==> src/rtl/magnetron_control.sv <==
// magnetron_control: registered magnetron enable latched by start, dropped by stop/clear/door/timer.
// Define MAGNETRON_DEBOUNCE_EN to add counter filters on the start/stop/clear buttons.
module magnetron_control #(
  parameter int SYNC_STAGES     = 2,
  parameter int DEBOUNCE_CYCLES = 4
) (
  input  logic clk,
  input  logic resetn,
  input  logic startn,
  input  logic stopn,
  input  logic clearn,
  input  logic door_closed,
  input  logic timer_done,
  output logic Q
);
  // sync bit order: {startn, stopn, clearn, door_closed, timer_done}
  localparam logic [4:0] IDLE = 5'b11100;
  typedef enum logic {OFF, ON} state_t;
  state_t state, state_nx;
  logic [4:0] sync [SYNC_STAGES];
  logic [4:0] s;
  logic [2:0] btn;
  logic kill, go;
  generate
    if (SYNC_STAGES < 2 || SYNC_STAGES > 4 || DEBOUNCE_CYCLES < 1) begin : g_bad
      $error("magnetron_control: illegal SYNC_STAGES or DEBOUNCE_CYCLES");
    end
  endgenerate
  always_ff @(posedge clk or negedge resetn)
    if (!resetn) begin
      for (int i = 0; i < SYNC_STAGES; i++) sync[i] <= IDLE;
    end else begin
      sync[0] <= {startn, stopn, clearn, door_closed, timer_done};
      for (int i = 1; i < SYNC_STAGES; i++) sync[i] <= sync[i-1];
    end
  assign s = sync[SYNC_STAGES-1];
`ifdef MAGNETRON_DEBOUNCE_EN
  localparam int CW = DEBOUNCE_CYCLES > 1 ? $clog2(DEBOUNCE_CYCLES) : 1;
  logic [CW-1:0] cnt [3];
  // a filtered button follows its raw value only after DEBOUNCE_CYCLES disagreeing clocks
  always_ff @(posedge clk or negedge resetn)
    if (!resetn) begin
      btn <= 3'b111;
      for (int i = 0; i < 3; i++) cnt[i] <= '0;
    end else begin
      for (int i = 0; i < 3; i++)
        if (s[i+2] == btn[i]) cnt[i] <= '0;
        else if (cnt[i] == CW'(DEBOUNCE_CYCLES - 1)) begin
          btn[i] <= s[i+2];
          cnt[i] <= '0;
        end else cnt[i] <= cnt[i] + CW'(1);
    end
`else
  assign btn = s[4:2];
`endif
  assign kill = ~btn[1] | ~btn[0] | ~s[1] | s[0];
  assign go   = ~btn[2] & ~kill;
  always_comb state_nx = (state == OFF) ? (go ? ON : OFF) : (kill ? OFF : ON);
  always_ff @(posedge clk or negedge resetn)
    if (!resetn) state <= OFF;
    else state <= state_nx;
  assign Q = (state == ON);
endmodule

==> config.mk <==
export PLATFORM = sky130hd
export DESIGN_NAME = magnetron_control
export DESIGN_NICKNAME = d
export VERILOG_FILES = /design/src/rtl/magnetron_control.sv
export SDC_FILE = /design/constraint.sdc
export NUM_CORES = 1
export LEC_CHECK = 0
export BUFFER_PORTS_ARGS = -buffer_cell sky130_fd_sc_hd__buf_2
export CORE_AREA = 3 3 40 42
export CTS_CLUSTER_DIAMETER = 30
export CTS_CLUSTER_SIZE = 12
export DETAILED_ROUTE_END_ITERATION = 10
export DIE_AREA = 0 0 43 45
export PLACE_DENSITY_LB_ADDON = 0.3
export SYNTH_ARGS = -nofsm -noshare
export SYNTH_HDL_FRONTEND = slang
export SYNTH_SLANG_ARGS = --single-unit
==> constraint.sdc <==
create_clock -name clk -period 0.9 [get_ports clk]
set_clock_uncertainty 0.1 [all_clocks]
set_input_delay 0.135 -clock clk [delete_from_list [all_inputs] [get_ports clk]]
set_output_delay 0.135 -clock clk [all_outputs]
set_load 0.02 [all_outputs]
# After elaboration in Yosys (flattened, before gate mapping)
# Index checks and enable logic that the tools add are counted.
# W data, S select, Z words.
[word_totals]
regBits = 11
[classes]
bitwise = 9
muxes = 3
[ops]
columns = ["cell", "n"]
rows = [
  ["$not A1 Y1", 5],
  ["$mux W1", 3],
  ["$or A1 B1 Y1", 3],
  ["$and A1 B1 Y1", 1],
]

# Longest topological paths before layout
# Gate-level depths: netlist (run 1).
[logic_depth]
depth_word = 8
mapped_depth = 2

# Worst setup path after synthesis (run 1)
# OpenSTA, ideal clock, no wires.
[synth_path]
path_kind = "register to register"
from = "register sync (netlist bit s[3])"
to = "register state (netlist: Q)"
required_time_ps = 727
n_path_buf = 0
setup_slack_ps = 38
stages_incl_launch_ff = 3
period_less_slack_ps = 862
t_arrival_ps = 689
path_cell_list = "dfstp_2 > nand4b_1 > a21oi_2"
[synth_between]
elab_chain_cells = 8
word_cells_on_any_way = 9
classes_between = "mux (3); bitwise (6)"
[synth_rtl]
columns = ["element", "line", "source"]
rows = [
  ["from (decl)", "20", "logic [4:0] sync [SYNC_STAGES];"],
  ["$not A1 Y1 *", "56", "assign kill = ~btn[1] | ~btn[0] | ~s[1] | s[0];"],
  ["$or A1 B1 Y1 * (3 in series)", "56", ""],
  ["$not A1 Y1", "57", "assign go = ~btn[2] & ~kill;"],
  ["$and A1 B1 Y1", "57", ""],
  ["$mux W1", "58", "always_comb state_nx = (state == OFF) ? (go ? ON : OFF) : (kill ? OFF : ON);"],
  ["$mux W1 *", "58", ""],
  ["named net state_nx", "19", "state_t state, state_nx;"],
  ["to (signal assigned)", "61", "else state <= state_nx;"],
  ["to (decl)", "19", ""],
]
# The timed path passes the listed nets; every way through them passes the cells marked *.

# Final worst setup path (run 1)
[layout_path]
from = "register state (netlist: Q)"
to = "output Q"
[layout_rtl]
columns = ["element", "line", "source"]
rows = [
  ["to (decl)", "14", "output logic Q"],
]
# No word-level cell between the ends.

==> flow_summary.yaml, run 1 <==
outcome:
  failed_checks: "setup timing"
  status: "finished, violations left"
die:
  io_pins: 8
  start_util_pct: 23.66
  core_area_um2: 1285
  fp.dieH_um: 45
  num_rows: 13
  die_x_um: 43
  die-area_um2: 1935
route:
  wire_per_inst_um: 7.761
  drtIter0Drc: 3
  vias: 162
  drc: 0
  wl_um: 357
  ant_nets: 0
  dr.pass1.iters: 3
  routed_via_density: 3.522
logic_synthesis:
  syn_area_per_cell_um2: 21.72
  ys_warn_count: 0
  ys_ff_latch: 11
  synth_most_common_cell: "dfstp_2"
  yosysSeqAreaShare_pct: 93.00
  synth.distinct_cells: 5
  synth_area_um2: 304.0
  synth_top_area_share_pct: 51.85
  synthTopCellsByCount: "dfstp_2, dfrtp_1, a21oi_2, inv_1, nand4b_1"
  synth_nets: 21
  yosys.area.top_type: "dfstp_2"
  syn_inst: 14
  async_flop_share_pct: 100.0
  synth.area.top_cells: "dfstp_2, dfrtp_1, a21oi_2"
  synthFlopType: "dfstp_2"
  synth_edf_count: 0
global_route:
  antenna_found_initial: 0
  grt_first_pass_wirelength_um: 614
  grt_use_total_pct: 4.826
  grt_pass1_vias: 167
  overflow: 0
  grt_max_degree: 12
clock_tree:
  postCtsSetupBuffers: 0
  clkLatencyLatePin_ns: 0.26
  h-tree-depth: 1
  numCtsBuffers: 3
  clkSinkCount: 11
  clk_path_buf_depth: 2
  clockRootBuffer: "clkbuf_4"
  cts_tree: "done"
  clk_pin_slew_worst_paths_ns: 0.07
final_layout:
  fin_area_um2: 451.7
  finish.utilization_pct: 35.15
  area_growth_pct: 48.56
  nNetsFinal: 39
  num-fill-cells: 123
  stdcell_count: 46
  layout-drive-gt1-share_pct: 58.06
  n_antenna_cell: 0
timing:
  rsz0062_at_grt: "true"
  setup_tns_ns: -0.1209
  holdWs_ns: 0.1619
  min_period_ns: 1.013
  finalHoldViolations: 0
  worst_pin_slew_ns: 0.2322
  fin_ws_ns: -0.1128
  slew_violations: 0
  max_slew_margin_pct: 84.52
  final.period_utilization_pct: 112.5
  clock.fmax_mhz: 987.3
  final-setup-viol-count: 2
setup_path:
  crit_arrival_ns: 0.78
  crit_fanout: 2
  critPathLaunchType: "flop"
  crit_type: "flop to primary output"
  critPathRequiredTime_ns: 0.66
  slowest_delay_ns: 0.39
  slowest_stage: "dfrtp_1"
  cp_top_family: "flip-flops"
  endpoint_kind: "primary output"
  path_buf_inv: 1
  cp_cell_sequence: "buf_6"
power_and_ir_drop:
  power_leakage_nw: 0.1990
  pwr-share-comb_pct: 5.1
  p_sw_mw: 0.1676
  vdd.ir_drop.worst_v: 0.0007901
  seqPwrFrac_pct: 60.2
  p_int_mw: 0.7211
  power_density_nw_per_um2: 1967
  swShare_pct: 18.85
  report.power.total_mw: 0.8887
  power_frac_clock_pct: 34.7
placement:
  gp_congestion: 0.6451
  preCtsSetupSlack_ns: -0.001593
  placed_cell_area_um2: 357.8
  dp_cells: 36
  io_buffers: 7
hold_path:
  hp-class: "input port to asynchronous set/reset pin"
job:
  cap_viol_max_count: 0
## cells by family (layout without fill, tap and decap cells)
kind of cell | after synthesis | in the layout | synth area share, %
and+or+nand+nor | 1 | 1 | 2.881
DFF | 11 | 11 | 93.00
AOI/OAI and AO/OA | 1 | 1 | 2.881
buffers and inverters | 1 | 18 | 1.233
## final timing paths
| kind | startpoint | to | slack (ns) | cells past startpoint |
|---|---|---|---|---|
| worst max-delay path | Q | Q | -0.11 | 1 |
| worst min-delay path | resetn | s[1] | 0.16 | 2 |
| worst max register to register | s[2] | Q | -0.01 | 2 |
| worst min register to register | sync[6] | s[1] | 0.25 | 0 |
| max in group asynchronous | resetn | sync[9] | 0.28 | 2 |
| min in group clk | sync[6] | s[1] | 0.25 | 0 |
## sequential cells by signal, summed over array words and instances (netlist names)
register,flops
Q,1
s,5
sync,5
## power by group through the flow
stage	combinational [mW]	sequential (mW)	clock, mW
after floorplan	0.00245	0.543	0
after global placement	0.0248	0.542	0
after detailed placement	0.0258	0.544	0
after CTS	0.0462	0.535	0.326
after global routing	0.0497	0.538	0.347
final	0.0452	0.535	0.309
## layer usage
layer,vias to the layer above,part of all wire (%),wire (um),global-route usage [%]
met4,0,0,0,3.614
li1,80,-,-,-
met2,7,50,179,6.587
met5,-,0,0,0
met1,75,39,140,5.063
met3,0,10,37,3.586
## cell usage in the layout, fill, tap and decap left out
| master | n |
|---|---|
| dlygate4sd3_1 | 6 |
| buf_6 | 1 |
| clkbuf_4 | 3 |
| inv_1 | 1 |
| a21oi_2 | 1 |
| buf_2 | 6 |
| dfstp_2 | 6 |
| clkinv_2 | 1 |
| dfrtp_1 | 5 |
| nand4b_1 | 1 |
## layout make-up
type                    instances  area (um2)  share of cell area (%)
clock buffers                   3       22.52                   4.986
clock inverters                 1       5.005                   1.108
inverters                       1       3.754                  0.8310
multi-input cells               2       17.52                   3.878
flip-flops and latches         11       282.8                   62.60
well taps                      15       18.77                   4.155
repair buffers                 13       101.3                   22.44
## repair_timing
| item | 4_1_cts | 5_1_grt |
|---|---|---|
| hold buffers | 6 | 0 |
| gates cloned | 0 | 0 |
| gates resized for setup | 2 | 0 |
| pin swaps | 0 | 1 |
| hold endpoints to repair | 16 | 0 |
| endpoints found under the setup margin | 2 | 2 |
Power figures use the tool's default switching activity.
==> run 2: changes to the inputs <==
Settings changed: CELL_PAD_IN_SITES_DETAIL_PLACEMENT set to 1, CELL_PAD_IN_SITES_GLOBAL_PLACEMENT set to 1, CTS_CLUSTER_DIAMETER 30 to 200.
==> flow_summary.yaml, run 2 (synthesis results as in run 1) <==
route:
  drtIter0Drc: 3
  vias: 171
  wl_um: 407
  wire_per_inst_um: 8.848
  ant_nets: 0
  dr.pass1.iters: 2
  drc: 0
  routed_via_density: 3.717
clock_tree:
  clk_path_buf_depth: 2
  cts_tree: "done"
  h-tree-depth: 1
  clkSinkCount: 11
  clkLatencyLatePin_ns: 0.26
  clockRootBuffer: "clkbuf_4"
  clk_pin_slew_worst_paths_ns: 0.06
  numCtsBuffers: 3
setup_path:
  path_buf_inv: 1
  crit_arrival_ns: 0.78
  cp_top_family: "flip-flops"
  critPathLaunchType: "flop"
  critPathRequiredTime_ns: 0.66
  slowest_stage: "dfrtp_1"
  slowest_delay_ns: 0.39
  crit_type: "flop to primary output"
  cp_cell_sequence: "buf_6"
  endpoint_kind: "primary output"
  crit_fanout: 2
final_layout:
  layout-drive-gt1-share_pct: 54.84
  fin_area_um2: 450.4
  area_growth_pct: 48.15
  nNetsFinal: 39
  layout_common_cells: "dlygate4sd3_1, buf_2, dfstp_2, dfrtp_1, clkbuf_4"
  n_antenna_cell: 0
power_and_ir_drop:
  report.power.total_mw: 0.9003
  power_leakage_nw: 0.1963
  vdd.ir_drop.worst_v: 0.0006340
  power_density_nw_per_um2: 1999
job:
  cap_viol_max_count: 0
timing:
  min_period_ns: 1.015
  slew_violations: 0
  final-setup-viol-count: 1
  final.period_utilization_pct: 112.8
  max_slew_margin_pct: 85.24
  fin_ws_ns: -0.1150
  worst_pin_slew_ns: 0.2215
  clock.fmax_mhz: 985.3
  finalHoldViolations: 0
  rsz0062_at_grt: "true"
placement:
  io_buffers: 7
  placed_cell_area_um2: 357.8
  preCtsSetupSlack_ns: 0.008154
  gp_congestion: 0.6066
global_route:
  grt_pass1_vias: 188
  antenna_found_initial: 0
  grt_first_pass_wirelength_um: 765
  grt_use_total_pct: 6.446
  overflow: 0
  grt_max_degree: 12
die:
  start_util_pct: 23.66
  num_rows: 13
  die-area_um2: 1935
  io_pins: 8
  core_area_um2: 1285
  fp.dieH_um: 45
  die_x_um: 43
hold_path:
  hp-class: "input port to asynchronous set/reset pin"
outcome:
  failed_checks: "setup timing"
  status: "finished, violations left"
-- run 2: cell count changes in the layout (fill, tap and decap cells not counted) --
cell / previous run / this run
clkbuf_1: 0 / 1
clkinv_2: 1 / 0
-- run 2: repair_timing --
item	in CTS	in global routing
setup endpoints to repair	2	2
cloned	0	0
pin swaps	0	0
gates resized for setup	2	0
setup buffers	0	0
hold endpoints to repair	16	0
hold buffers	6	0
-- run 2: power by group --
group	internal, mW	switching [mW]
Combinational	0.0289	0.0161
Sequential	0.528	0.00630
Clock	0.171	0.149
-- run 2: per-stage QoR --
stage	std cells	hold WS (ns)	setup TNS [ns]	utilization, %
after CTS	46	0.1682	-0.1400	35.05
after detailed placement	36	-0.09538	0	27.85
after floorplan	14	-0.2606	0	-
after global placement	36	-0.09687	0	27.85
final	46	0.1637	-0.1150	35.05
after global routing	46	0.1718	-0.2171	35.05
-- run 2: area by class of cell --
class | instances | area [um2]
Clock buffer | 4 | 26.28
Fill cell | 139 | 834.6
Inverter | 1 | 3.754
Multi-Input combinational cell | 2 | 17.52
Sequential cell | 11 | 282.8
Tap cell | 15 | 18.77
Timing Repair Buffer | 13 | 101.3
-- run 2: per-layer routing --
metal	track usage, %	vias up	wire, um	share of wire, %
met5	0	-	0	0
met4	9.036	0	23	5.7
met3	3.984	2	34	8.4
met2	8.084	8	204	50
met1	6.107	84	144	35
li1	-	77	-	-
-- run 2: worst register-to-register path, delay by kind of cell, from the launching register on --
| family | cells | cell delay [ns] |
|---|---|---|
| compound gates | 1 | 0.11 |
| simple gates | 1 | 0.10 |
| flops | 1 | 0.51 |
-- run 2: worst paths after layout --
check                         from   end  slack, ns  cells after the start
setup / recovery                 Q     Q      -0.11                      1
min in group clk           sync[6]  s[1]       0.25                      0
hold reg to reg            sync[6]  s[1]       0.25                      0
hold / removal              resetn  s[1]       0.16                      2
max in group asynchronous   resetn  s[4]       0.28                      2
setup reg to reg              s[3]     Q          0                      2
